$ cat src/rtl/serpent_round_ctrl.sv
// Iterative Serpent-128 encryption controller: one shared round datapath run
// ROUNDS times, with external S-box, internal linear transform and subkey RAM.
`timescale 1ns/1ps

module linear_transform (
    input  logic [127:0] x,
    output logic [127:0] y
);

    function automatic logic [31:0] rotl(input logic [31:0] v, input int n);
        return (v << n) | (v >> (32 - n));
    endfunction

    logic [31:0] a0, a1, a2, a3;
    logic [31:0] b0, b1, b2, b3;
    logic [31:0] c0, c1, c2, c3;

    always_comb begin
        a0 = rotl(x[31:0], 13);
        a2 = rotl(x[95:64], 3);
        a1 = x[63:32] ^ a0 ^ a2;
        a3 = x[127:96] ^ a2 ^ (a0 << 3);
        b1 = rotl(a1, 1);
        b3 = rotl(a3, 7);
        b0 = a0 ^ b1 ^ b3;
        b2 = a2 ^ b3 ^ (b1 << 7);
        c0 = rotl(b0, 5);
        c2 = rotl(b2, 22);
        c1 = b1;
        c3 = b3;
        y  = {c3, c2, c1, c0};
    end

endmodule

module serpent_round_ctrl #(
    parameter int ROUNDS = 32,
    parameter int AW     = 6
) (
    input  logic          i_clk,
    input  logic          i_rst_n,
    input  logic          i_valid,
    output logic          o_ready,
    input  logic [127:0]  i_data,
    output logic          o_valid,
    input  logic          i_ready,
    output logic [127:0]  o_data,
    output logic          o_busy,
    output logic [AW-1:0] o_sk_addr,
    input  logic [127:0]  i_sk_data,
    output logic [2:0]    o_sb_sel,
    output logic [127:0]  o_sb_in,
    input  logic [127:0]  i_sb_out,
    output logic [4:0]    o_round,
    output logic [1:0]    o_dbg_state
);

    // Handshakes: a transfer happens on a rising edge where valid and ready are
    // both high; valid/data stay stable until that edge, ready may change freely.

    typedef enum logic [1:0] {
        IDLE  = 2'd0,
        ROUND = 2'd1,
        FINAL = 2'd2,
        DONE  = 2'd3
    } state_t;

    localparam logic [4:0] LAST_ROUND = 5'(ROUNDS - 1);

    state_t        state;
    logic [127:0]  x;
    logic [127:0]  lt_out;

    linear_transform u_lt (
        .x (i_sb_out),
        .y (lt_out)
    );

    // The RAM registers its address, so the address driven during round r
    // selects the subkey consumed in round r+1.
    always_ff @(posedge i_clk or negedge i_rst_n) begin
        if (!i_rst_n) begin
            state     <= IDLE;
            x         <= '0;
            o_data    <= '0;
            o_valid   <= 1'b0;
            o_ready   <= 1'b1;
            o_busy    <= 1'b0;
            o_sk_addr <= '0;
            o_round   <= '0;
        end else begin
            case (state)
                IDLE: begin
                    if (i_valid) begin
                        x         <= i_data;
                        o_round   <= '0;
                        o_sk_addr <= AW'(1);
                        o_ready   <= 1'b0;
                        o_busy    <= 1'b1;
                        state     <= ROUND;
                    end
                end
                ROUND: begin
                    if (o_round == LAST_ROUND) begin
                        // Final round: the linear transform is replaced by
                        // the closing key mix in FINAL.
                        x     <= i_sb_out;
                        state <= FINAL;
                    end else begin
                        x         <= lt_out;
                        o_round   <= o_round + 5'd1;
                        o_sk_addr <= AW'(o_round) + AW'(2);
                    end
                end
                FINAL: begin
                    o_data    <= x ^ i_sk_data;
                    o_valid   <= 1'b1;
                    o_sk_addr <= '0;
                    state     <= DONE;
                end
                DONE: begin
                    if (i_ready) begin
                        o_valid <= 1'b0;
                        o_round <= '0;
                        o_ready <= 1'b1;
                        o_busy  <= 1'b0;
                        state   <= IDLE;
                    end
                end
                default: state <= IDLE;
            endcase
        end
    end

    assign o_sb_in     = x ^ i_sk_data;
    assign o_sb_sel    = (state == ROUND) ? o_round[2:0] : 3'd0;
    assign o_dbg_state = state;

endmodule

$ cat config.mk
export PLATFORM = sky130hd
export DESIGN_NAME = serpent_round_ctrl
export DESIGN_NICKNAME = d
export VERILOG_FILES = /design/src/rtl/serpent_round_ctrl.sv
export SDC_FILE = /design/constraint.sdc
export NUM_CORES = 1
export LEC_CHECK = 0
export BUFFER_PORTS_ARGS = -buffer_cell sky130_fd_sc_hd__buf_2
export CORE_AREA = 2 2 260 262
export CTS_CLUSTER_SIZE = 30
export DETAILED_ROUTE_END_ITERATION = 10
export DIE_AREA = 0 0 262 264
export PLACE_DENSITY_LB_ADDON = 0.1
export SLEW_MARGIN = 5
export SYNTH_ARGS = -nofsm -noshare
export SYNTH_HDL_FRONTEND = slang
export SYNTH_HIERARCHICAL = 1
export SYNTH_SLANG_ARGS = --single-unit
$ cat constraint.sdc
create_clock -name i_clk -period 3.4 [get_ports i_clk]
set_input_delay 0 -clock i_clk [delete_from_list [all_inputs] [get_ports i_clk]]
set_output_delay 0 -clock i_clk [all_outputs]
set_load 0.05 [all_outputs]
==> flow_metrics.env <==
export IMPL_r2r_end="x[37]"
export IMPL_drive_above_1_share_pct=37.2
export IMPL_clock_sinks=272
export IMPL_first_global_vias=15800
export IMPL_fmax_mhz=346
export IMPL_wl_per_cell_um=24.5
export IMPL_p_comb_share_pct=61.0
export IMPL_start_kind="register"
export IMPL_core_um2=66600
export IMPL_dieArea_um2=69200
export IMPL_io_buffer_count=662
export IMPL_hold_path_class="in2reg"
export IMPL_ys_ff_latch=272
export IMPL_cp_end_kind="register"
export IMPL_seq_area_frac_synth_pct=41.2
export IMPL_synth_edf_count=0
export IMPL_cts_path_max_buffers=3
export IMPL_cts_tree="built"
export IMPL_min_period_over_period_pct=84.9
export IMPL_cts_resized=0
export IMPL_postCtsSetupRepairBufs=0
export IMPL_p_clk_share_pct=15.3
export IMPL_required_ps=3830
export IMPL_layout_min_cycle_time_ps=2890
export IMPL_p_sw_mw=13.8
export IMPL_path_clk_slew_ps=60
export IMPL_syn_nets=1853
export IMPL_via_per_inst=4.47
export IMPL_place_congestion=0.833
export IMPL_tightest_slew_ps=899
export IMPL_ys_types=38
export IMPL_peakVddDrop_mv=0.693
export IMPL_cp_arrival_ps=3320
export IMPL_design_area_um2=24900
export IMPL_dr_total_vias=14700
export IMPL_drv_cap=0
export IMPL_hold_start="i_data[30]"
export IMPL_synthArstFlopShare_pct=100
export IMPL_swShare_pct=52.7
export IMPL_gr_total_overflow=0
export IMPL_die_h_um=264
export IMPL_cts_max_level=2
export IMPL_failed_checks="negative hold slack"
export IMPL_leakage_nw=12.1
export IMPL_grt_pass1_wl_mm=113
export IMPL_seqPwrFrac_pct=23.7
export IMPL_nets=2763
export IMPL_r2r_start="o_round[1]"
export IMPL_row_count=95
export IMPL_setup_tns_final_ps=0
export IMPL_syn_inst=1457
export IMPL_dp_hpwl_mm=64.3
export IMPL_drc_errors=0
export IMPL_r2r_slack_ps=510
export IMPL_r2r_cells=8
export IMPL_area_growth_pct=50.7
export IMPL_power_per_cell_area_nw_per_um2=1050
export IMPL_rsz0062_at_grt="no"
export IMPL_synth_main_ff_cell="dfrtp_1"
export IMPL_max_slew_margin_rel_pct=40.1
export IMPL_crit_path_top_delay_cell="dlygate4sd3_1"
export IMPL_synthesis_area_um2=16500
export IMPL_hold_viol_final=1
export IMPL_ys_warn_count=6
export IMPL_gr_usage_all_layers_pct=22.8
export IMPL_drt_iter0_drc=604
export IMPL_timing_hold_ws_ps=-4.20
export IMPL_whs_path_depth=4
export IMPL_grt_max_degree=131
export IMPL_status="finished, violations left"
export IMPL_first_pass_iters=5
export IMPL_placed_cell_area_um2=20900
export IMPL_cp_cell_sequence="ha_1 > and3_1 > ha_4 > buf_12 > mux2i_1 > a211oi_1 > dlygate4sd3_1 > a21o_1"
export IMPL_cts_root_buffer="clkbuf_16"
export IMPL_numCtsBuffers=38
export IMPL_ioPinCount=663
export IMPL_wl_mm=80.5
export IMPL_critical_path_class="reg2reg"
export IMPL_drv_slew=0
export IMPL_clk_latency_ps=550
export IMPL_p_int_mw=12.4
export IMPL_fin_skew_ps=15.8
export IMPL_hold_end="x[30]"
export IMPL_syn_avg_cell_area_um2=11.3
export IMPL_antenna_left=0
export IMPL_start_util_pct=24.8
export IMPL_die_w_um=262
export IMPL_slowest_delay_ps=600
export IMPL_antenna_found_initial=29
export IMPL_setup_viol_count_final=0
export IMPL_path_max_fanout=47
==> Yosys cell counts (all sizes together), types with 4 or more instances <==
| cell type | count | share of area [%] |
|---|---|---|
| buf | 76 | 2.5 |
| clkbuf | 14 | 0.32 |
| ha | 8 | 0.61 |
| a22o | 5 | 0.26 |
| mux2 | 131 | 8.9 |
| xnor2 | 126 | 6.7 |
| xor3 | 11 | 1.7 |
| o31ai | 5 | 0.23 |
| mux2i | 130 | 7.9 |
| a21o | 128 | 5.8 |
| nand2 | 4 | 0.091 |
| xor2 | 189 | 10 |
| a211oi | 128 | 5.8 |
| nand2b | 5 | 0.19 |
| nor2 | 131 | 3.0 |
| xnor3 | 20 | 2.7 |
| nand3 | 4 | 0.12 |
| inv | 48 | 1.1 |
| dfrtp | 271 | 41 |
==> per-layer routing <==
metal  wire, um  up-vias  global-route usage [%]
met3       4260       90                    4.82
met2      40300      421                    40.4
met4       1180       30                    4.08
li1           -     6909                       -
met1      34500     7213                    28.5
met5        201        -                       0
==> worst max-delay path, delay by kind of cell, from the launching register on <==
| kind | cells | cell delay (ps) |
|---|---|---|
| multiplexers | 1 | 310 |
| adder cells (fa/ha/maj) | 2 | 540 |
| AND/OR/NAND/NOR | 1 | 190 |
| flip-flops | 1 | 470 |
| AO/OA/AOI/OAI | 2 | 250 |
| buffers and inverters | 2 | 960 |
==> power by group through the flow <==
stage	Clock [mW]	Sequential, mW	Combinational (mW)
floorplan	0	8.76	8.80
global placement	0	6.25	15.6
detailed placement	0	6.27	15.7
CTS	4.15	6.23	16.1
global route	4.29	6.40	16.9
finish	4.01	6.19	15.9
==> how the worst max path moves through the flow <==
stage | slack, ps | endpoint | start
after floorplan | 1130 | o_sk_addr[0] | o_round[1]
after global placement | 850 | x[81] | o_round[1]
after detailed placement | 820 | x[81] | o_round[1]
after CTS | 550 | x[37] | o_round[1]
after global routing | 350 | x[37] | o_round[1]
final | 510 | x[37] | o_round[1]
==> registers in the layout, indices dropped and copies added, names as in the netlist <==
register / cells
o_ready: 1
o_sk_addr: 6
o_dbg_state: 2
x: 128
o_busy: 1
o_round: 5
o_valid: 1
o_data: 128
==> final cells by class <==
type | count | area (um2)
multi-input cells | 1047 | 9140
flip-flops and latches | 272 | 6810
clock inverters | 12 | 120
clock buffers | 56 | 1120
well taps | 873 | 1090
fillers | 6801 | 41700
repair buffers | 960 | 6420
diodes | 12 | 30.0
inverters | 48 | 180
==> cell usage in the layout, fill, tap and decap left out, types with 7 or more instances in the layout <==
| cell type | Yosys | routed |
|---|---|---|
| a211oi_1 | 128 | 128 |
| a21o_1 | 128 | 128 |
| buf_12 | 0 | 14 |
| buf_2 | 66 | 661 |
| buf_4 | 6 | 10 |
| clkbuf_1 | 14 | 9 |
| clkbuf_16 | 0 | 39 |
| clkbuf_8 | 0 | 8 |
| clkinv_2 | 0 | 7 |
| dfrtp_1 | 271 | 271 |
| diode_2 | 0 | 12 |
| dlygate4sd3_1 | 0 | 274 |
| inv_1 | 48 | 48 |
| mux2_2 | 129 | 129 |
| mux2i_1 | 130 | 129 |
| nor2_1 | 131 | 131 |
| xnor2_1 | 126 | 126 |
| xnor3_1 | 20 | 20 |
| xor2_1 | 189 | 189 |
| xor3_2 | 10 | 10 |
==> kinds of logic (layout without fill, tap and decap cells) <==
kind of cell	count (synthesis)	after routing	share of synthesized area, %
flops	272	272	41.2
fa+ha+maj	8	8	0.605
buf+inv	138	1076	3.86
xor+xnor	346	346	21.1
other cells	0	12	0
mux	261	261	16.8
simple gates	158	158	3.99
compound gates	274	274	12.5
==> repair_timing <==
action,CTS,global route
hold endpoints to repair,348,0
hold buffers,274,0
setup endpoints to repair,0,0
==> metrics by stage <==
stage	setup slack (ps)	total power, mW	cells	hold slack, ps	utilization (%)
CTS	548	26.5	3268	2.45	37.4
detailed placement	815	22.0	2926	126	31.4
floorplan	1130	17.6	1457	-296	-
global placement	847	21.8	2926	115	31.4
finish	512	26.1	3280	-4.20	37.4
global route	350	27.6	3273	19.9	37.4
(Power assumes the default switching activity.)
